`src/rtl/ioctl_sdram_loader_pkg.sv`:
```
// loader_pkg: shared definitions for the ioctl -> SDRAM download loader.
//   state_e            FSM states; the encoding is what state_dbg shows
//   DATA_W_* / FIFO_*  legal configuration ranges
//   legal_data_w()     true for the supported memory word widths
//   legal_fifo_depth() true for a power-of-two depth inside the legal range
package loader_pkg;

    localparam int STATE_W        = 3;
    localparam int DATA_W_MIN     = 8;
    localparam int DATA_W_MAX     = 32;
    localparam int FIFO_DEPTH_MIN = 2;
    localparam int FIFO_DEPTH_MAX = 64;

    typedef enum logic [STATE_W-1:0] {
        ST_IDLE  = 3'd0,
        ST_LOAD  = 3'd1,
        ST_FLUSH = 3'd2,
        ST_DRAIN = 3'd3,
        ST_DONE  = 3'd4
    } state_e;

    function automatic bit legal_data_w(input int w);
        return (w == 8) || (w == 16) || (w == 32);
    endfunction

    function automatic bit legal_fifo_depth(input int d);
        return (d >= FIFO_DEPTH_MIN) && (d <= FIFO_DEPTH_MAX) && ((d & (d - 1)) == 0);
    endfunction

endpackage

```
`src/rtl/ioctl_sdram_loader_if.sv`:
```
// ioctl_sdram_loader_if: byte download bus from the HPS plus the SDRAM write port.
//   master : HPS / memory environment (drives ioctl_*, mem_ack)
//   slave  : the loader (drives ioctl_wait and the mem_* request)
interface ioctl_sdram_loader_if #(
    parameter int ADDR_W = 25,
    parameter int DATA_W = 16
);
    logic                  ioctl_download;
    logic                  ioctl_wr;
    logic [ADDR_W-1:0]     ioctl_addr;
    logic [7:0]            ioctl_dout;
    logic [7:0]            ioctl_index;
    logic                  ioctl_wait;

    logic                  mem_req;
    logic [ADDR_W-1:0]     mem_addr;
    logic [DATA_W-1:0]     mem_din;
    logic [DATA_W/8-1:0]   mem_be;
    logic                  mem_ack;

    modport master (
        output ioctl_download, ioctl_wr, ioctl_addr, ioctl_dout, ioctl_index, mem_ack,
        input  ioctl_wait, mem_req, mem_addr, mem_din, mem_be
    );

    modport slave (
        input  ioctl_download, ioctl_wr, ioctl_addr, ioctl_dout, ioctl_index, mem_ack,
        output ioctl_wait, mem_req, mem_addr, mem_din, mem_be
    );
endinterface

```
`src/rtl/ioctl_sdram_loader_fifo.sv`:
```
// loader_fifo: synchronous write buffer for assembled memory words.
//   push/push_data  write side; a push while full is discarded
//   pop/pop_data    read side; pop_data shows the head word (first-word fall-through)
//   empty/full      status; count = current occupancy (0..DEPTH)
// DEPTH must be a power of two so the pointers wrap on their own.
module loader_fifo #(
    parameter int WIDTH = 8,
    parameter int DEPTH = 8
) (
    input  logic                     clk,
    input  logic                     rst_n,
    input  logic                     push,
    input  logic [WIDTH-1:0]         push_data,
    input  logic                     pop,
    output logic [WIDTH-1:0]         pop_data,
    output logic                     empty,
    output logic                     full,
    output logic [$clog2(DEPTH):0]   count
);
    localparam int AW = $clog2(DEPTH);

    logic [WIDTH-1:0] mem [DEPTH];
    logic [AW-1:0]    wr_ptr, rd_ptr;
    logic             do_push, do_pop;

    assign empty    = (count == '0);
    assign full     = (count == (AW+1)'(DEPTH));
    assign do_push  = push && !full;
    assign do_pop   = pop && !empty;
    assign pop_data = mem[rd_ptr];

    always_ff @(posedge clk) begin
        if (do_push) mem[wr_ptr] <= push_data;
    end

    always_ff @(posedge clk or negedge rst_n) begin
        if (!rst_n) begin
            wr_ptr <= '0;
            rd_ptr <= '0;
            count  <= '0;
        end else begin
            if (do_push) wr_ptr <= wr_ptr + 1'b1;
            if (do_pop)  rd_ptr <= rd_ptr + 1'b1;
            // simultaneous push and pop cancel out
            count <= count + (AW+1)'(do_push) - (AW+1)'(do_pop);
        end
    end
endmodule

```
`src/rtl/ioctl_sdram_loader.sv`:
```
// ioctl_sdram_loader: packs HPS download bytes into DATA_W words and writes them
// to SDRAM at REGION_BASE[ioctl_index] + offset through a small write buffer.
//   clk_sys, reset_n  clock, async active-low reset
//   bus (slave)       ioctl byte stream in, ioctl_wait out, mem_req/addr/din/be out, mem_ack in
//   busy              high outside IDLE
//   done              one-cycle pulse in DONE
//   err_index         sticky: a download used an unmapped ioctl_index
//   state_dbg         current FSM encoding
//   checksum          (IOCTL_SDRAM_LOADER_CHECKSUM_EN only) 16-bit sum of accepted bytes
module ioctl_sdram_loader
    import loader_pkg::*;
#(
    parameter int DATA_W      = 16,
    parameter int ADDR_W      = 25,
    parameter int FIFO_DEPTH  = 8,
    parameter int NUM_REGIONS = 4,
    parameter logic [NUM_REGIONS*ADDR_W-1:0] REGION_BASE = '0
) (
    input  logic                 clk_sys,
    input  logic                 reset_n,
    ioctl_sdram_loader_if.slave  bus,
    output logic                 busy,
    output logic                 done,
    output logic                 err_index,
    output logic [STATE_W-1:0]   state_dbg
`ifdef IOCTL_SDRAM_LOADER_CHECKSUM_EN
    ,
    output logic [15:0]          checksum
`endif
);
    localparam int NB = DATA_W / 8;
    localparam int LW = (NB > 1) ? $clog2(NB) : 1;
    localparam int CW = $clog2(FIFO_DEPTH) + 1;
    localparam int EW = ADDR_W + DATA_W + NB;

    if (!legal_data_w(DATA_W) || !legal_fifo_depth(FIFO_DEPTH)) begin : g_bad_cfg
        $error("ioctl_sdram_loader: illegal DATA_W or FIFO_DEPTH");
    end

    state_e            state_q, state_nx;
    logic              drop_q, err_q, wait_q;
    logic [ADDR_W-1:0] base_q, base_sel;
    logic [DATA_W-1:0] asm_data, merge_data;
    logic [NB-1:0]     asm_be, merge_be;
    logic [ADDR_W-1:0] asm_addr, byte_waddr;
    logic [LW-1:0]     lane;
    logic              idx_bad, byte_ok, pending, stale, top_lane;
    logic              push, push_ok, pop;
    logic [EW-1:0]     push_word, fifo_q;
    logic              fifo_empty, fifo_full;
    logic [CW-1:0]     fifo_cnt;
    int                cnt_nx;
    logic              mem_req_q;
    logic [ADDR_W-1:0] mem_addr_q;
    logic [DATA_W-1:0] mem_din_q;
    logic [NB-1:0]     mem_be_q;

    always_comb begin
        base_sel = '0;
        for (int i = 0; i < NUM_REGIONS; i++)
            if (bus.ioctl_index == 8'(i)) base_sel = REGION_BASE[i*ADDR_W +: ADDR_W];
    end
    assign idx_bad = int'(bus.ioctl_index) >= NUM_REGIONS;

    assign byte_waddr = bus.ioctl_addr & ~ADDR_W'(NB - 1);
    assign lane       = LW'(bus.ioctl_addr - byte_waddr);
    assign top_lane   = (lane == LW'(NB - 1));
    assign byte_ok    = (state_q == ST_LOAD) && bus.ioctl_download && bus.ioctl_wr && !drop_q;
    assign pending    = |asm_be;
    assign stale      = byte_ok && pending && (byte_waddr != asm_addr);

    // A byte for a new word address starts from a clean word; otherwise it merges.
    always_comb begin
        merge_data = stale ? '0 : asm_data;
        merge_be   = stale ? '0 : asm_be;
        for (int b = 0; b < NB; b++)
            if (lane == LW'(b)) begin
                merge_data[b*8 +: 8] = bus.ioctl_dout;
                merge_be[b]          = 1'b1;
            end
    end

    always_comb begin
        state_nx  = state_q;
        push      = 1'b0;
        push_word = {ADDR_W'(base_q + asm_addr), asm_data, asm_be};
        case (state_q)
            ST_IDLE:  if (bus.ioctl_download) state_nx = ST_LOAD;
            ST_LOAD: begin
                if (!bus.ioctl_download) state_nx = ST_FLUSH;
                else if (byte_ok) begin
                    // Stale partial word goes out now. If the new byte is also a
                    // top lane it stays pending and leaves with the next push.
                    if (stale) push = 1'b1;
                    else if (top_lane) begin
                        push      = 1'b1;
                        push_word = {ADDR_W'(base_q + byte_waddr), merge_data, merge_be};
                    end
                end
            end
            ST_FLUSH: begin
                push = pending && !fifo_full;
                if (!pending || !fifo_full) state_nx = ST_DRAIN;
            end
            ST_DRAIN: if (fifo_empty && !mem_req_q) state_nx = ST_DONE;
            ST_DONE:  state_nx = ST_IDLE;
            default:  state_nx = ST_IDLE;
        endcase
    end

    assign push_ok = push && !fifo_full;
    assign pop     = !fifo_empty && !mem_req_q;
    assign cnt_nx  = int'(fifo_cnt) + int'(push_ok) - int'(pop);

    loader_fifo #(.WIDTH(EW), .DEPTH(FIFO_DEPTH)) u_fifo (
        .clk       (clk_sys),
        .rst_n     (reset_n),
        .push      (push),
        .push_data (push_word),
        .pop       (pop),
        .pop_data  (fifo_q),
        .empty     (fifo_empty),
        .full      (fifo_full),
        .count     (fifo_cnt)
    );

    always_ff @(posedge clk_sys or negedge reset_n) begin
        if (!reset_n) begin
            state_q  <= ST_IDLE;
            base_q   <= '0;
            drop_q   <= 1'b0;
            err_q    <= 1'b0;
            wait_q   <= 1'b0;
            asm_data <= '0;
            asm_be   <= '0;
            asm_addr <= '0;
        end else begin
            state_q <= state_nx;
            // wait tracks the occupancy the FIFO will hold after this edge,
            // and stays up from end-of-download until IDLE
            wait_q  <= (cnt_nx >= FIFO_DEPTH - 1) ||
                       (state_nx inside {ST_FLUSH, ST_DRAIN, ST_DONE});
            if (state_q == ST_IDLE && state_nx == ST_LOAD) begin
                base_q <= base_sel;
                drop_q <= idx_bad;
                if (idx_bad) err_q <= 1'b1;
            end
            if (state_q == ST_IDLE || (state_q == ST_FLUSH && push)) begin
                asm_data <= '0;
                asm_be   <= '0;
                asm_addr <= '0;
            end else if (byte_ok) begin
                if (!stale && top_lane) begin
                    asm_data <= '0;
                    asm_be   <= '0;
                    asm_addr <= '0;
                end else begin
                    asm_data <= merge_data;
                    asm_be   <= merge_be;
                    asm_addr <= byte_waddr;
                end
            end
        end
    end

    // Output stage: a word is fetched only while no request is outstanding, so
    // the bus stays stable under mem_req and the next word follows a cycle later.
    always_ff @(posedge clk_sys or negedge reset_n) begin
        if (!reset_n) begin
            mem_req_q  <= 1'b0;
            mem_addr_q <= '0;
            mem_din_q  <= '0;
            mem_be_q   <= '0;
        end else if (mem_req_q) begin
            if (bus.mem_ack) mem_req_q <= 1'b0;
        end else if (pop) begin
            mem_req_q <= 1'b1;
            {mem_addr_q, mem_din_q, mem_be_q} <= fifo_q;
        end
    end

`ifdef IOCTL_SDRAM_LOADER_CHECKSUM_EN
    always_ff @(posedge clk_sys or negedge reset_n) begin
        if (!reset_n)                                     checksum <= '0;
        else if (state_q == ST_IDLE && state_nx == ST_LOAD) checksum <= '0;
        else if (byte_ok)                                 checksum <= checksum + 16'(bus.ioctl_dout);
    end
`endif

    assign bus.ioctl_wait = wait_q;
    assign bus.mem_req    = mem_req_q;
    assign bus.mem_addr   = mem_addr_q;
    assign bus.mem_din    = mem_din_q;
    assign bus.mem_be     = mem_be_q;
    assign busy           = (state_q != ST_IDLE);
    assign done           = (state_q == ST_DONE);
    assign err_index      = err_q;
    assign state_dbg      = state_q;
endmodule
```
`src/flat_wrapper.sv`:
```
// flat-port wrapper written by rule: the top's interface ports become plain ports
module ioctl_sdram_loader_flat import loader_pkg::*;
#(
    parameter int DATA_W      = 16,
    parameter int ADDR_W      = 25,
    parameter int FIFO_DEPTH  = 8,
    parameter int NUM_REGIONS = 4,
    parameter logic [NUM_REGIONS*ADDR_W-1:0] REGION_BASE = '0
)
  (clk_sys, reset_n, busy, done, err_index, state_dbg, bus_ioctl_download, bus_ioctl_wr, bus_ioctl_addr, bus_ioctl_dout, bus_ioctl_index, bus_mem_ack, bus_ioctl_wait, bus_mem_req, bus_mem_addr, bus_mem_din, bus_mem_be);
  ioctl_sdram_loader_if #(.ADDR_W(ADDR_W), .DATA_W(DATA_W)) bus_i ();
  input  logic clk_sys;
  input  logic reset_n;
  output logic busy;
  output logic done;
  output logic err_index;
  output logic [STATE_W-1:0] state_dbg;
  input wire logic [$bits(bus_i.ioctl_download)-1:0] bus_ioctl_download;
  input wire logic [$bits(bus_i.ioctl_wr)-1:0] bus_ioctl_wr;
  input wire logic [$bits(bus_i.ioctl_addr)-1:0] bus_ioctl_addr;
  input wire logic [$bits(bus_i.ioctl_dout)-1:0] bus_ioctl_dout;
  input wire logic [$bits(bus_i.ioctl_index)-1:0] bus_ioctl_index;
  input wire logic [$bits(bus_i.mem_ack)-1:0] bus_mem_ack;
  output wire logic [$bits(bus_i.ioctl_wait)-1:0] bus_ioctl_wait;
  output wire logic [$bits(bus_i.mem_req)-1:0] bus_mem_req;
  output wire logic [$bits(bus_i.mem_addr)-1:0] bus_mem_addr;
  output wire logic [$bits(bus_i.mem_din)-1:0] bus_mem_din;
  output wire logic [$bits(bus_i.mem_be)-1:0] bus_mem_be;
  assign bus_i.ioctl_download = bus_ioctl_download;
  assign bus_i.ioctl_wr = bus_ioctl_wr;
  assign bus_i.ioctl_addr = bus_ioctl_addr;
  assign bus_i.ioctl_dout = bus_ioctl_dout;
  assign bus_i.ioctl_index = bus_ioctl_index;
  assign bus_i.mem_ack = bus_mem_ack;
  assign bus_ioctl_wait = bus_i.ioctl_wait;
  assign bus_mem_req = bus_i.mem_req;
  assign bus_mem_addr = bus_i.mem_addr;
  assign bus_mem_din = bus_i.mem_din;
  assign bus_mem_be = bus_i.mem_be;
  ioctl_sdram_loader #(.DATA_W(DATA_W), .ADDR_W(ADDR_W), .FIFO_DEPTH(FIFO_DEPTH), .NUM_REGIONS(NUM_REGIONS), .REGION_BASE(REGION_BASE)) u_core (.clk_sys(clk_sys), .reset_n(reset_n), .bus(bus_i), .busy(busy), .done(done), .err_index(err_index), .state_dbg(state_dbg));
endmodule
```
`config.mk`:
```
export PLATFORM = sky130hd
export DESIGN_NAME = ioctl_sdram_loader_flat
export DESIGN_NICKNAME = d
export VERILOG_FILES = /design/src/rtl/ioctl_sdram_loader_pkg.sv /design/src/rtl/ioctl_sdram_loader_if.sv /design/src/rtl/ioctl_sdram_loader_fifo.sv /design/src/rtl/ioctl_sdram_loader.sv /design/src/flat_wrapper.sv
export SDC_FILE = /design/constraint.sdc
export NUM_CORES = 1
export LEC_CHECK = 0
export BUFFER_PORTS_ARGS = -buffer_cell sky130_fd_sc_hd__buf_2
export CAP_MARGIN = 30
export CORE_MARGIN = 2
export CORE_UTILIZATION = 35
export CTS_CLUSTER_DIAMETER = 120
export DETAILED_ROUTE_END_ITERATION = 8
export GPL_TIMING_DRIVEN = 0
export PLACE_DENSITY = 0.56
export SYNTH_ARGS = -nofsm -noshare
export SYNTH_HDL_FRONTEND = slang
export SYNTH_HIERARCHICAL = 1
export SYNTH_SLANG_ARGS = --single-unit
```
`constraint.sdc`:
```
create_clock -name clk_sys -period 5.7 [get_ports clk_sys]
set_input_delay 0.855 -clock clk_sys [delete_from_list [all_inputs] [get_ports clk_sys]]
set_output_delay 0.855 -clock clk_sys [all_outputs]
set_load 0.05 [all_outputs]
```
# [Word level (Yosys, flattened, before mapping)]
# Memory sizes are Yosys's and may differ from the RTL's. A register that Yosys moved wholly into a read port is not among the register bits.
# Cells that the tools add are included.
[word_totals] input_bits=46 elab_cells=98 output_inout_bits=51 memories=1 reg_bits=60 mem_bits_rw=344
[memory_table] memory="u_core.u_fifo.mem" depth=8 word_bits=43 read_ports=1 rd_clocked_by_memory_dff=1 wr=1 line_no="ioctl_sdram_loader_fifo.sv:22" text="logic [WIDTH-1:0] mem [DEPTH];"
[classes] n_eq_ne=10 n_reduce_logical=31 n_lt_le_gt_ge=2 bitwise=1 n_addsub=7 muxes=35
[op_table] op="$mux 43" count=5
[op_table] op="$mux 25" count=3
[op_table] op="$mux 16" count=4
[op_table] op="$ge 32x4->1 const B" count=1
[op_table] op="$sub 32x2->32" count=1
[op_table] op="$ne 25x25->1" count=1
[op_table] op="$mux 8" count=2
[op_table] op="$logic_and 1x1->1" count=13
[op_table] op="$eq 3x2->1 const B" count=4
[op_table] op="$mux 3" count=4
[op_table] op="$pmux 3 s4" count=1
[op_table] op="$mux 1" count=11
[op_table] op="$ge 8x3->1 const B" count=1
[op_table] op="$mux 2" count=4
[op_table] op="$logic_not 1->1" count=7
[op_table] op="$add 3x1->3 const B" count=2
[op_table] op="$eq 3x1->1 const B" count=2
[op_table] op="$eq 3x3->1 const B" count=2
[op_table] op="$reduce_bool 3->1" count=2
[op_table] op="$add 4x1->5" count=1
[op_table] op="$add 4x1->4" count=1
[op_table] op="$eq 4x4->1 const B" count=1
[op_table] op="$logic_not 4->1" count=1
[op_table] op="$reduce_and 2->1" count=2
[op_table] op="other kinds (8)" count=10

# [Logic depth before layout (Yosys ltp)]
# Gate-level depths: netlist of the first run.
[depth] ltp_word=15 depth_mapped=16 ltp_nobuf=15

# [Hierarchy]
# The synthesis of the first run kept the hierarchy.
[by_module_without_submodules] module="loader_fifo" cells_per_inst=555 instances=1 seq_area_each_um2=10580.1 area_each_um2=13616.8
[by_module_without_submodules] module="ioctl_sdram_loader" cells_per_inst=357 instances=1 seq_area_each_um2=2302.2 area_each_um2=4541.9

# [Worst setup path after synthesis of the first run]
# OpenSTA, ideal clock, no wires.
[synth_path] kind="register to register" start="reg u_core.state_q[1], in the netlist u_core/state_dbg[1]" end="mem u_core/u_fifo/mem[0][0] in the netlist's numbering, enable pin" n_path_buf=1 setup_time_ns=0.550 stages_incl_launch_ff=8 t_required_ns=5.150 path_slack_ns=-0.811 arrival_ns=5.960 synth_period_minus_slack_ns=6.511 path_cell_list="dfrtp_1 nand2b_4 nor4_4 o221ai_2 clkbuf_1 o211ai_1 nand2_1 nor4_1"
[synth_between] elab_chain_len=13 word_cells_on_any_way=14 classes_between="eq/ne: 2; mux: 6; reduce/logical: 6"
[synth_lines] item="start, declared" line_no="ioctl_sdram_loader.sv:40" text="state_e state_q, state_nx;"
[synth_lines] item="start signal, assigned" line_no="ioctl_sdram_loader.sv:138" text="state_q <= state_nx;"
[synth_lines] item="$eq 3x1->1" line_no="ioctl_sdram_loader.sv:68, ioctl_sdram_loader.sv:87"
[synth_lines] item="$logic_and 1x1->1 (3 in a row)" line_no="ioctl_sdram_loader.sv:68" text="assign byte_ok = (state_q == ST_LOAD) && bus.ioctl_download && bus.ioctl_wr && !drop_q;"
[synth_lines] item="$logic_and 1x1->1 (2 in a row)" line_no="ioctl_sdram_loader.sv:70" text="assign stale = byte_ok && pending && (byte_waddr != asm_addr);"
[synth_lines] item="$mux 1" line_no="ioctl_sdram_loader.sv:94" text="if (stale) push = 1'b1;"
[synth_lines] item="$mux 1" line_no="ioctl_sdram_loader.sv:91" text="else if (byte_ok) begin"
[synth_lines] item="$mux 1" line_no="ioctl_sdram_loader.sv:90" text="if (!bus.ioctl_download) state_nx = ST_FLUSH;"
[synth_lines] item="$pmux 1 s2 (*)" line_no="ioctl_sdram_loader.sv:87" text="case (state_q)"
[synth_lines] item="named net u_core.push" line_no="ioctl_sdram_loader.sv:48" text="logic push, push_ok, pop;"
[synth_lines] item="$logic_and 1x1->1 (*)" line_no="ioctl_sdram_loader_fifo.sv:28" text="assign do_push = push && !full;"
[synth_lines] item="$mux 1 (*)" line_no="ioctl_sdram_loader_fifo.sv:33" text="if (do_push) mem[wr_ptr] <= push_data;"
[synth_lines] item="$mux 1 (not written as such) (*)" line_no="ioctl_sdram_loader_fifo.sv:33"
[synth_lines] item="end, declared" line_no="ioctl_sdram_loader_fifo.sv:22"
# The timed path passes the listed nets; every way through them passes the cells marked *.

# [Worst setup path in the final report of the first run]
[layout_path] start="reg u_core.u_fifo.count[2]" end="reg u_core.wait_q, in the netlist u_core/bus.ioctl_wait"
[layout_between] word_cells_on_any_way=21 classes_between="add/sub: 2; order compare: 1; eq/ne: 4; mux: 4; reduce/logical: 10"
[layout_rtl] item="start, declared" line_no="ioctl_sdram_loader_fifo.sv:18" text="output logic [$clog2(DEPTH):0] count"
[layout_rtl] item="start signal, assigned" line_no="ioctl_sdram_loader_fifo.sv:45" text="count <= count + (AW+1)'(do_push) - (AW+1)'(do_pop);"
[layout_rtl] item="$logic_not 4->1" line_no="ioctl_sdram_loader_fifo.sv:26" text="assign empty = (count == '0);"
[layout_rtl] item="named net u_core.fifo_empty" line_no="ioctl_sdram_loader.sv:50" text="logic fifo_empty, fifo_full;"
[layout_rtl] item="$logic_not 1->1" line_no="ioctl_sdram_loader.sv:112" text="assign pop = !fifo_empty && !mem_req_q;"
[layout_rtl] item="$logic_and 1x1->1" line_no="ioctl_sdram_loader.sv:112"
[layout_rtl] item="named net u_core.pop" line_no="ioctl_sdram_loader.sv:48"
[layout_rtl] item="$sub 32x2->32" line_no="ioctl_sdram_loader.sv:113" text="assign cnt_nx = int'(fifo_cnt) + int'(push_ok) - int'(pop);"
[layout_rtl] item="$ge 32x4->1" line_no="ioctl_sdram_loader.sv:141" text="wait_q <= (cnt_nx >= FIFO_DEPTH - 1) ||"
[layout_rtl] item="$logic_or 1x1->1" line_no="ioctl_sdram_loader.sv:141"
[layout_rtl] item="end signal, assigned" line_no="ioctl_sdram_loader.sv:141"
[layout_rtl] item="end, declared" line_no="ioctl_sdram_loader.sv:41" text="logic drop_q, err_q, wait_q;"
# The timed path passes the listed nets, and every way through them passes these cells.
# A chain may end at the register's enable or synchronous reset.

==> metrics.yaml, run 1 <==
run_status: "finished, final reports clean"
worst_ep_required_time_ns: 6.12
post_dp_cell_area_sq_um: 20100
crit_path_cell_trace: "inv_1 -> ha_1 -> nor3b_1 -> nor2_1 -> clkbuf_1 -> buf_8 -> ha_1 -> inv_1 -> ha_1 -> inv_1 -> fa_1 -> inv_1 -> a21oi_1 -> o21bai_1 -> xnor2_1 -> a32oi_1 -> or3_1"
layout_min_cycle_time_ns: 4.11
power.internal_uw: 7470
holdBufCountCts: 0
final_hold_viol_count: 0
ff2ff_path_depth: 17
clock-skew-final_ns: 0.0146
io-pin-count: 97
multi_input_combinational_cell_area_sq_um: 4980
antenna-diode-count: 0
path_common_cell: "sky130_fd_sc_hd__inv_1"
cts_post_setup_buffers_inserted: 0
final_min_period_over_clock_period: 0.720
cap_viol_max_count: 0
fp.dieW_um: 232
antenna_left: 0
post_cts.resized_instances: 0
crit_path_max_incr_delay_ns: 0.69
setup.worst_path.end_class: "flip-flop"
first_global_vias: 9443
syn_to_final_growth_pct: 19.7
global_route.overflow_total: 0
crit_path_start_kind: "flip-flop"
cts.sinks: 446
final_util: 0.424
clk_pin_slew_worst_paths_ns: 0.06
fillers: 4540
max_clock_freq_mhz: 243
critPathSlowestCell: "sky130_fd_sc_hd__nor2_1"
ctsHtreeMaxLevel: 2
ctsLongestPathBuffers: 3
antenna_violations_before_repair: 1
dieArea_sq_um: 53700
grt_setup_unrepaired: "false"
netlist_top_cells_count: "344 x sky130_fd_sc_hd__edfxtp_1, 102 x sky130_fd_sc_hd__dfrtp_1, 86 x sky130_fd_sc_hd__mux4_2, 61 x sky130_fd_sc_hd__mux2_2, 59 x sky130_fd_sc_hd__mux2_4"
vias: 9049
power_leakage_uw: 0.00804
post_route_cells_drive_above_1_share: 0.389
die_height_um: 232
gr-usage-all-layers: 0.155
total_power_after_layout_uw: 10900
clockRootBuffer: "sky130_fd_sc_hd__clkbuf_16"
layout.area.seq_sq_um: 12900
power.share.sequential: 0.385
drt_first_pass_iters: 5
final_standard_cell_area_without_fillers_sq_um: 21700
postSynthCellCount: 912
synth.area.top_cells: "sky130_fd_sc_hd__edfxtp_1 57%, sky130_fd_sc_hd__dfrtp_1 14%, sky130_fd_sc_hd__mux4_2 11%"
p_clk_frac: 0.286
finalMaxSlewViolations: 0
synth_seq_area_share: 0.709
synth.cell_area_sq_um: 18200
drtIter0Drc: 608
power_frac_comb: 0.330
vdd_drop_max_v: 0.000314
measured_slew_at_the_worst_slew_check_pin_ns: 0.958
setup-violations-final: 0
remaining_drc_errors: 0
synthDominantCellAreaShare: 0.569
ys_async_sr_fraction: 0.229
post-synth-top-count-cell: "sky130_fd_sc_hd__edfxtp_1"
fraction_of_power_spent_switching_nets: 0.317
synth-seq-cells: 446
clk_latency_ns: 0.55
grt_first_pass_wirelength_um: 61500
postSynth.topFlopCell: "sky130_fd_sc_hd__edfxtp_1"
worst-path-max-fanout: 8
min-delay-path-class: "input port to async pin"
maxSlewHeadroom: 0.362
placeableCoreArea_sq_um: 51300
worst_ep_arrival_time_ns: 4.53
core.rowCount: 83
route.final.wire_length_um: 40900
synth_area_per_cell_sq_um: 19.9
synth_top_area_cell: "sky130_fd_sc_hd__edfxtp_1"
post_synth_num_cell_types: 44
ys_warn_count: 6
pwr_density_cell_nw_per_um2: 503
final_hpwl_dp_um: 28200
routed_vias_inst: 4.98
grt_max_degree: 57
tritoncts_clock_tree: "yes"
place_congestion: 0.750
setup-tns-final_ns: 0
nNetsFinal: 1162
switching_power_uw: 3470
initial_core_util: 0.354
port_buffer_count: 94
fin_worst_hold_slack_ns: 0.234
routedWlPerCell_um: 22.5
synth-edff-count: 344
setup.worst_path.class: "flip-flop to flip-flop"
tritoncts.num_buffers: 46
routing by layer:
metal / track usage / up-vias / share of wire
li1: - / 3987 / -
met4: 0.0308 / 0 / 0.015
met2: 0.254 / 207 / 0.48
met5: 0 / - / 0
met3: 0.0281 / 53 / 0.047
met1: 0.218 / 4802 / 0.45
cells by family after synthesis:
kind of cell | count (synthesis) | synth area share
other | 1 | 0.000207
DFF | 446 | 0.709
AOI/OAI and AO/OA | 58 | 0.0244
buffers and inverters | 71 | 0.0207
xor gates and xnor gates | 33 | 0.0159
adders and majority gates | 17 | 0.0125
muxes | 206 | 0.193
and+or+nand+nor | 80 | 0.0236
power groups by stage:
| stage | Clock, uW | Combinational, uW | Sequential [uW] |
|---|---|---|---|
| finish | 3120 | 3610 | 4210 |
| global route | 3330 | 3880 | 4260 |
| CTS | 3200 | 3680 | 4220 |
| detailed placement | 0 | 3670 | 4280 |
| global placement | 0 | 3560 | 4270 |
| floorplan | 0 | 2110 | 4820 |
area by class of cell:
type                    count  area share
well taps                 680      0.0391
multi-input cells         402       0.229
inverters                  20     0.00345
clock buffers              68      0.0620
repair buffers            132      0.0490
flip-flops and latches    446       0.592
plain buffers              51      0.0138
clock inverters            18      0.0110
metrics by stage:
| step | std cells | worst slack [ns] |
|---|---|---|
| 6_report | 1817 | 1.59 |
| 5_1_grt | 1817 | 1.28 |
| 4_1_cts | 1816 | 1.48 |
| 3_5_place_dp | 1730 | 1.19 |
| 3_3_place_gp | 1693 | -4.05 |
| 2_1_floorplan | 919 | 0.330 |
final timing paths:
kind	from	end	slack, ns
setup / recovery	u_core/u_fifo/count[2]	u_core/bus.ioctl_wait	1.59
hold / removal	reset_n	u_core/bus.mem_addr[1]	0.23
setup reg to reg	u_core/u_fifo/count[2]	u_core/bus.ioctl_wait	1.59
hold reg to reg	u_core/err_index	u_core/err_index	0.45
max in group asynchronous	reset_n	u_core/asm_addr[11]	4.74
min in group clk_sys	u_core/err_index	u_core/err_index	0.45
cells in the final DEF, fill, tap and decap left out, types with 12 or more instances in the layout:
cell type | netlist | final
sky130_fd_sc_hd__ha_1 | 15 | 15
sky130_fd_sc_hd__nand2_1 | 19 | 19
sky130_fd_sc_hd__buf_8 | 3 | 13
sky130_fd_sc_hd__edfxtp_1 | 344 | 344
sky130_fd_sc_hd__mux4_2 | 86 | 86
sky130_fd_sc_hd__xor2_1 | 26 | 26
sky130_fd_sc_hd__inv_1 | 20 | 20
sky130_fd_sc_hd__nor2_1 | 15 | 12
sky130_fd_sc_hd__buf_6 | 5 | 26
sky130_fd_sc_hd__a22o_1 | 32 | 32
sky130_fd_sc_hd__dfrtp_1 | 102 | 102
sky130_fd_sc_hd__clkbuf_16 | 0 | 49
sky130_fd_sc_hd__buf_2 | 11 | 104
sky130_fd_sc_hd__mux2_4 | 59 | 59
sky130_fd_sc_hd__mux2_2 | 61 | 61
sky130_fd_sc_hd__clkbuf_1 | 28 | 42
worst max-delay path, delay by kind of cell, from the launching register on:
family | cells | cell delay, ns
compound gates | 3 | 0.31
simple gates | 3 | 1.18
xor+xnor | 1 | 0.14
flops | 1 | 0.36
fa+ha+maj | 4 | 0.97
buf+inv | 6 | 1.00
state kept, by name (all words and copies together), names as in the netlist:
name	count
u_core/asm_data	16
u_core/u_fifo/wr_ptr	3
u_core/bus.mem_din	16
u_core/u_fifo/mem	344
u_core/asm_be	2
u_core/bus.mem_req	1
u_core/u_fifo/count	4
u_core/drop_q	1
u_core/state_dbg	3
u_core/bus.mem_addr	25
u_core/u_fifo/rd_ptr	3
u_core/bus.mem_be	2
u_core/err_index	1
u_core/bus.ioctl_wait	1
u_core/asm_addr	24
Note: power is estimated with default switching activity, not from simulation.
==> inputs of run 2 (changes only) <==
clock period = 3.6 ns   (was 5.7 ns; I/O delays follow)
==> run 2 against run 1 <==
- clock power rose by 53%
- via count down 0.23%
- die area stayed put
- combinational power rose by 60%
- critical path type unchanged
- critical endpoint unchanged
==> metrics.yaml, run 2 (synthesis gave the netlist of run 1 again) <==
regToRegEndpoint: "u_core/bus.ioctl_wait"  # unchanged
tritoncts_clock_tree: "yes"  # unchanged
fillers: 4555  # was 4540
timing.rr.start: "u_core/asm_addr[12]"  # was u_core/u_fifo/count[2]
routed_vias_inst: 4.97  # was 4.98
clk_pin_slew_worst_paths_ns: 0.06  # about the same
clock-skew-final_ns: 0.0210  # was 0.0146 ns
ff2ff_setup_slack_ns: 0.24  # was 1.59 ns
drtIter0Drc: 589  # was 608
ctsHtreeMaxLevel: 2  # unchanged
largest_register_ffs: 344  # unchanged
antenna_violations_before_repair: 2  # was 1
nNetsFinal: 1164  # was 1162
max_clock_freq_mhz: 297  # was 243 MHz
tritoncts.num_buffers: 48  # was 46
crit_path_cell_trace: "xor2_1 -> nor4_4 -> nand4_1 -> o221ai_2 -> buf_6 -> a31oi_1 -> ha_1 -> inv_1 -> fa_2 -> inv_1 -> a21oi_2 -> o21bai_1 -> xnor2_1 -> a32oi_1 -> or3_4"  # was inv_1 -> ha_1 -> nor3b_1 -> nor2_1 -> clkbuf_1 -> buf_8 -> ha_1 -> inv_1 -> ha_1 -> inv_1 -> fa_1 -> inv_1 -> a21oi_1 -> o21bai_1 -> xnor2_1 -> a32oi_1 -> or3_1
worst-path-max-fanout: 5  # was 8
worst_ep_arrival_time_ns: 3.80  # was 4.53 ns
setup.worst_path.end_class: "flip-flop"  # unchanged
measured_slew_at_the_worst_slew_check_pin_ns: 1.01  # was 0.958 ns
min_to: "u_core/bus.mem_req"
grt_first_pass_wirelength_um: 61300  # was 61500 um
worst_ep_required_time_ns: 4.04  # was 6.12 ns
cts.sinks: 446  # unchanged
post_route_cells_drive_above_1_share: 0.401  # was 0.389
io-pin-count: 97  # unchanged
dieArea_sq_um: 53700  # unchanged
die_height_um: 232  # unchanged
route.final.wire_length_um: 40900  # about the same
layout.cells.most_common_list: "344 x sky130_fd_sc_hd__edfxtp_1, 104 x sky130_fd_sc_hd__buf_2, 99 x sky130_fd_sc_hd__dfrtp_1, 86 x sky130_fd_sc_hd__mux4_2, 61 x sky130_fd_sc_hd__mux2_2"  # was 344 x sky130_fd_sc_hd__edfxtp_1, 104 x sky130_fd_sc_hd__buf_2, 102 x sky130_fd_sc_hd__dfrtp_1, 86 x sky130_fd_sc_hd__mux4_2, 61 x sky130_fd_sc_hd__mux2_2
run_status: "finished, final reports clean"  # unchanged
final_min_period_over_clock_period: 0.934  # was 0.720
vias: 9028  # was 9049
global_route.overflow_total: 0  # unchanged
path_common_cell: "sky130_fd_sc_hd__inv_1"  # unchanged
final_hold_viol_count: 0  # unchanged
mostFrequentLayoutCell: "sky130_fd_sc_hd__edfxtp_1"  # unchanged
clk_latency_ns: 0.57  # was 0.55 ns
grt_max_degree: 59  # was 57
routedWlPerCell_um: 22.5  # about the same
place_congestion: 0.693  # was 0.750
placeableCoreArea_sq_um: 51300  # unchanged
first_global_vias: 9281  # was 9443
maxSlewHeadroom: 0.324  # was 0.362
vdd_drop_max_v: 0.000469  # was 0.000314 V
crit_path_start_kind: "flip-flop"  # unchanged
setup-violations-final: 0  # unchanged
regMostFlops: "u_core/u_fifo/mem"  # unchanged
setup.worst_path.class: "flip-flop to flip-flop"  # unchanged
cap_viol_max_count: 0  # unchanged
power_leakage_uw: 0.00803  # was 0.00804 uW
holdCritStartpoint: "bus_mem_ack"
antenna-diode-count: 0  # unchanged
pre_cts_slack_ns: -0.919  # was 1.19 ns
crit_path_max_incr_delay_ns: 0.40  # was 0.69 ns
critPathSlowestCell: "sky130_fd_sc_hd__dfrtp_1"  # was sky130_fd_sc_hd__nor2_1
drt_first_pass_iters: 5  # unchanged
remaining_drc_errors: 0  # unchanged
syn_to_final_growth_pct: 20.2  # was 19.7%
initial_core_util: 0.354  # unchanged
fp.dieW_um: 232  # unchanged
ff2ff_path_depth: 15  # was 17
gr-usage-all-layers: 0.157  # was 0.155
finalMaxSlewViolations: 0  # unchanged
port_buffer_count: 94  # unchanged
final_hpwl_dp_um: 27200  # was 28200 um
pwr_density_cell_nw_per_um2: 790  # was 503 nW/um^2
clockRootBuffer: "sky130_fd_sc_hd__clkbuf_16"  # unchanged
ctsLongestPathBuffers: 3  # unchanged
total_power_after_layout_uw: 17200  # was 10900 uW
layout_min_cycle_time_ns: 3.36  # was 4.11 ns
core.rowCount: 83  # unchanged
setup_slack_of_the_critical_path_after_layout_ns: 0.238  # was 1.59 ns
min-delay-path-class: "input port to flip-flop"  # was input port to async pin
antenna_left: 0  # unchanged
hold_path_depth: 2
==> run 2: cell count changes in the layout (fill, tap and decap cells not counted), sizes merged <==
cell / change
clkbuf: -7
clkinv: +5
bufinv: -3
buf: +1
clkinvlp: +1
dlygate4sd3: +1
inv: +1
==> run 2: through the flow <==
| step | cell area, sq um | hold WS (ns) | setup TNS, ns | util | cells |
|---|---|---|---|---|---|
| finish | 21800 | 0.143 | 0 | 0.425 | 1816 |
| global route | 21800 | 0.140 | -0.00132 | 0.425 | 1816 |
| CTS | 21800 | 0.108 | -0.0123 | 0.424 | 1812 |
| detailed placement | 20200 | 0.460 | -120.23 | 0.393 | 1722 |
| global placement | 19500 | 0.444 | -951.19 | 0.381 | 1693 |
| floorplan | 18200 | 0.244 | -107.75 | - | 919 |
==> run 2: worst max-delay path by stage <==
stage | end | cells past startpoint | slack, ns | start
final | u_core/bus.ioctl_wait | 15 | 0.24 | u_core/asm_addr[12]
after global routing | u_core/bus.ioctl_wait | 15 | -0.001 | u_core/asm_addr[13]
after CTS | u_core/bus.ioctl_wait | 15 | -0.01 | u_core/asm_addr[14]
after detailed placement | u_core/u_fifo/count[2] | 14 | -0.92 | bus_ioctl_addr[12]
after global placement | u_core/u_fifo/mem[5][33] | 9 | -3.01 | bus_ioctl_addr[17]
after floorplan | u_core/u_fifo/mem[7][0] | 7 | -0.38 | u_core/state_dbg[1]
==> run 2: area by class of cell <==
| type | count | area [sq um] | area share |
|---|---|---|---|
| Sequential cell | 446 | 12900 | 0.590 |
| Multi-Input combinational cell | 402 | 5070 | 0.232 |
| Clock buffer | 63 | 1330 | 0.0609 |
| Timing Repair Buffer | 132 | 1120 | 0.0511 |
| Tap cell | 680 | 851 | 0.0390 |
| Buffer | 51 | 312 | 0.0143 |
| Clock inverter | 22 | 189 | 0.00866 |
| Inverter | 20 | 75.1 | 0.00344 |
==> run 2: repair_timing <==
action	in CTS	in global routing
endpoints found under the hold margin	44	0
buffers inserted	4	2
hold buffers	1	0
gates resized for setup	11	9
setup endpoints to repair	242	22
pin swaps	3	4
==> run 2: metal layers <==
layer	routed length, um	vias up	global-route usage
met5	0	-	0
met4	908	0	0.0457
met3	1920	62	0.0259
met2	19600	201	0.255
met1	18400	4767	0.217
li1	-	3998	-
==> run 2: worst max-delay path: cells and delay by family, from the launching register on <==
| kind | cells | cell delay [ns] |
|---|---|---|
| adders and majority gates | 2 | 0.42 |
| AOI/OAI and AO/OA | 5 | 0.75 |
| DFF | 1 | 0.40 |
| and+or+nand+nor | 3 | 1.02 |
| buffers and inverters | 3 | 0.30 |
| xor gates and xnor gates | 2 | 0.34 |
==> run 2: report_power, final <==
group          switching, uW  leakage (uW)  internal [uW]
registers                381       0.00454           6310
clock network           1980      0.000744           2800
logic                   3230       0.00275           2540
==> inputs of run 3 (changes only) <==
REMOVE_ABC_BUFFERS = 1   (was unset)
==> run 3 against run 2 <==
- worst setup slack got worse by 0.14 ns
- sequential power is 4.5% higher
- critical path depth is 6 lower
- routed wire length shrank 5.8%
- count of clock-buffer cells in the layout unchanged
- register-to-register slack worse by 0.14 ns
- via count fell by 2.6%
- global-route usage fell by 1.0 points
- flip-flop and latch count is the same
- sequential share of layout area is 0.99 points higher
- fmax is 3.9% lower
- cell count is 2.0% lower
==> metrics.yaml, run 3 (synthesis gave the netlist of run 1 again) <==
clock-skew-final_ns: 0.0207  # was 0.0210 ns
crit_path_start_kind: "flip-flop"  # unchanged
cap_viol_max_count: 0  # unchanged
timing.rr.start: "u_core/state_dbg[1]"  # was u_core/asm_addr[12]
antenna_left: 0  # unchanged
power.internal_uw: 11300  # was 11700 uW
post_route_cells_drive_above_1_share: 0.394  # was 0.401
mostFrequentLayoutCell: "sky130_fd_sc_hd__edfxtp_1"  # unchanged
cts.sinks: 446  # unchanged
routed_vias_inst: 4.94  # was 4.97
placed_cells: 1688  # was 1722
min-delay-path-class: "input port to flip-flop"  # unchanged
total_power_after_layout_uw: 16700  # was 17200 uW
io-pin-count: 97  # unchanged
finalNonFillerCells: 1780  # was 1816
finalMaxSlewViolations: 0  # unchanged
grt_setup_unrepaired: "true"
die_height_um: 232  # unchanged
initial_core_util: 0.354  # unchanged
clk_pin_slew_worst_paths_ns: 0.06  # about the same
ctsHtreeMaxLevel: 2  # unchanged
nNetsFinal: 1124  # was 1164
port_buffer_count: 94  # unchanged
vdd_drop_max_v: 0.000566  # was 0.000469 V
placeableCoreArea_sq_um: 51300  # unchanged
fillers: 4557  # was 4555
gr-usage-all-layers: 0.147  # was 0.157
power_leakage_uw: 0.00789  # was 0.00803 uW
remaining_drc_errors: 0  # unchanged
dieArea_sq_um: 53700  # unchanged
clockRootBuffer: "sky130_fd_sc_hd__clkbuf_16"  # unchanged
regToRegEndpoint: "u_core/u_fifo/mem[4][24]"  # was u_core/bus.ioctl_wait
hold_path_depth: 2  # unchanged
tritoncts_clock_tree: "yes"  # unchanged
power_frac_comb: 0.310  # was 0.335
power.share.sequential: 0.419  # was 0.388
worst_ep_arrival_time_ns: 3.77  # was 3.80 ns
holdCritStartpoint: "bus_mem_ack"  # unchanged
fp.dieW_um: 232  # unchanged
setup-violations-final: 0  # unchanged
final_hold_viol_count: 0  # unchanged
layout.cells.most_common_list: "344 x sky130_fd_sc_hd__edfxtp_1, 99 x sky130_fd_sc_hd__dfrtp_1, 93 x sky130_fd_sc_hd__buf_2, 86 x sky130_fd_sc_hd__mux4_2, 61 x sky130_fd_sc_hd__mux2_2"  # was 344 x sky130_fd_sc_hd__edfxtp_1, 104 x sky130_fd_sc_hd__buf_2, 99 x sky130_fd_sc_hd__dfrtp_1, 86 x sky130_fd_sc_hd__mux4_2, 61 x sky130_fd_sc_hd__mux2_2
first_global_vias: 9395  # was 9281
clk_latency_ns: 0.58  # was 0.57 ns
final_hpwl_dp_um: 24700  # was 27200 um
layout_min_cycle_time_ns: 3.50  # was 3.36 ns
global_route.overflow_total: 0  # unchanged
tritoncts.num_buffers: 47  # was 48
min_to: "u_core/bus.mem_req"  # unchanged
routedWlPerCell_um: 21.6  # was 22.5 um
syn_to_final_growth_pct: 18.3  # was 20.2%
run_status: "finished, final reports clean"  # unchanged
largest_register_ffs: 344  # unchanged
max_clock_freq_mhz: 286  # was 297 MHz
maxSlewHeadroom: 0.352  # was 0.324
setup.worst_path.end_class: "flip-flop"  # unchanged
vias: 8792  # was 9028
ctsLongestPathBuffers: 3  # unchanged
switching_power_uw: 5350  # was 5590 uW
grt_first_pass_wirelength_um: 58700  # was 61300 um
worst_ep_required_time_ns: 3.88  # was 4.04 ns
final_min_period_over_clock_period: 0.972  # was 0.934
regMostFlops: "u_core/u_fifo/mem"  # unchanged
ff2ff_setup_slack_ns: 0.10  # was 0.24 ns
antenna-diode-count: 0  # unchanged
core.rowCount: 83  # unchanged
setup.worst_path.class: "flip-flop to flip-flop"  # unchanged
antenna_violations_before_repair: 1  # was 2
pwr_density_cell_nw_per_um2: 777  # was 790 nW/um^2
grt_max_degree: 80  # was 59
ff2ff_path_depth: 9  # was 15
worst-path-max-fanout: 10  # was 5
measured_slew_at_the_worst_slew_check_pin_ns: 0.967  # was 1.01 ns
drtIter0Drc: 583  # was 589
p_clk_frac: 0.271  # was 0.277
drt_first_pass_iters: 4  # was 5
route.final.wire_length_um: 38500  # was 40900 um
place_congestion: 0.693  # about the same
fraction_of_power_spent_switching_nets: 0.321  # was 0.324
run 3: how the worst max path moves through the flow:
stage / startpoint / endpoint / slack (ns) / depth (start not counted)
after floorplan: u_core/state_dbg[1] / u_core/u_fifo/mem[0][0] / -2.95 / 6
after global placement: bus_ioctl_addr[8] / u_core/u_fifo/mem[0][15] / -8.42 / 8
after detailed placement: bus_ioctl_addr[8] / u_core/u_fifo/count[2] / -0.56 / 13
after CTS: u_core/state_dbg[1] / u_core/u_fifo/mem[3][13] / 0.03 / 8
after global routing: u_core/state_dbg[1] / u_core/u_fifo/mem[4][24] / -0.02 / 9
final: u_core/state_dbg[1] / u_core/u_fifo/mem[4][24] / 0.10 / 9
run 3: layout make-up:
type / count / area (sq um) / share of cell area
flip-flops and latches: 446 / 12900 / 0.600
multi-input cells: 402 / 5030 / 0.234
clock buffers: 63 / 1250 / 0.0580
repair buffers: 144 / 1210 / 0.0564
well taps: 680 / 851 / 0.0396
clock inverters: 25 / 171 / 0.00798
inverters: 20 / 75.1 / 0.00350
run 3: through the flow:
stage / utilization / instance area, sq um / hold slack (ns) / worst slack (ns) / TNS, ns
2_1_floorplan: - / 17900 / 0.244 / -2.95 / -554.49
3_3_place_gp: 0.374 / 19200 / 0.440 / -8.42 / -2478.43
3_5_place_dp: 0.390 / 20000 / 0.421 / -0.560 / -128.65
4_1_cts: 0.418 / 21500 / 0.107 / 0.0281 / 0
5_1_grt: 0.419 / 21500 / 0.117 / -0.0228 / -0.211
6_report: 0.419 / 21500 / 0.144 / 0.101 / 0
run 3: power by group through the flow:
stage          Sequential (uW)  Clock [uW]  Combinational [uW]
2_1_floorplan             8090           0                2910
3_3_place_gp              7430           0                4760
3_5_place_dp              7110           0                5240
4_1_cts                   7010        4650                5260
5_1_grt                   7100        4850                5560
6_report                  6990        4520                5170
run 3: what timing repair did:
item	4_1_cts	5_1_grt
setup endpoints to repair	170	19
gates resized for setup	4	2
hold buffers	1	0
hold endpoints to repair	23	0
setup buffers	1	2
pin swaps	2	2
run 3: critical path, cell delays in order (launching register included):
cell and delay [ns]:
sky130_fd_sc_hd__dfrtp_1 0.47, sky130_fd_sc_hd__nand2b_4 0.19, sky130_fd_sc_hd__nor4_4 0.52, sky130_fd_sc_hd__o221ai_4 0.26
sky130_fd_sc_hd__o211ai_1 0.21, sky130_fd_sc_hd__nand3_1 0.39, sky130_fd_sc_hd__nor3_4 0.56, sky130_fd_sc_hd__buf_8 0.23
sky130_fd_sc_hd__buf_6 0.18, sky130_fd_sc_hd__buf_6 0.17
run 3: layer usage:
metal	track usage	routed length [um]	part of all wire	vias to the layer above
met5	0	14	0.00036	-
met4	0.0457	778	0.020	2
met3	0.0278	1540	0.040	52
met2	0.228	18200	0.47	161
met1	0.209	18000	0.47	4658
li1	-	-	-	3919
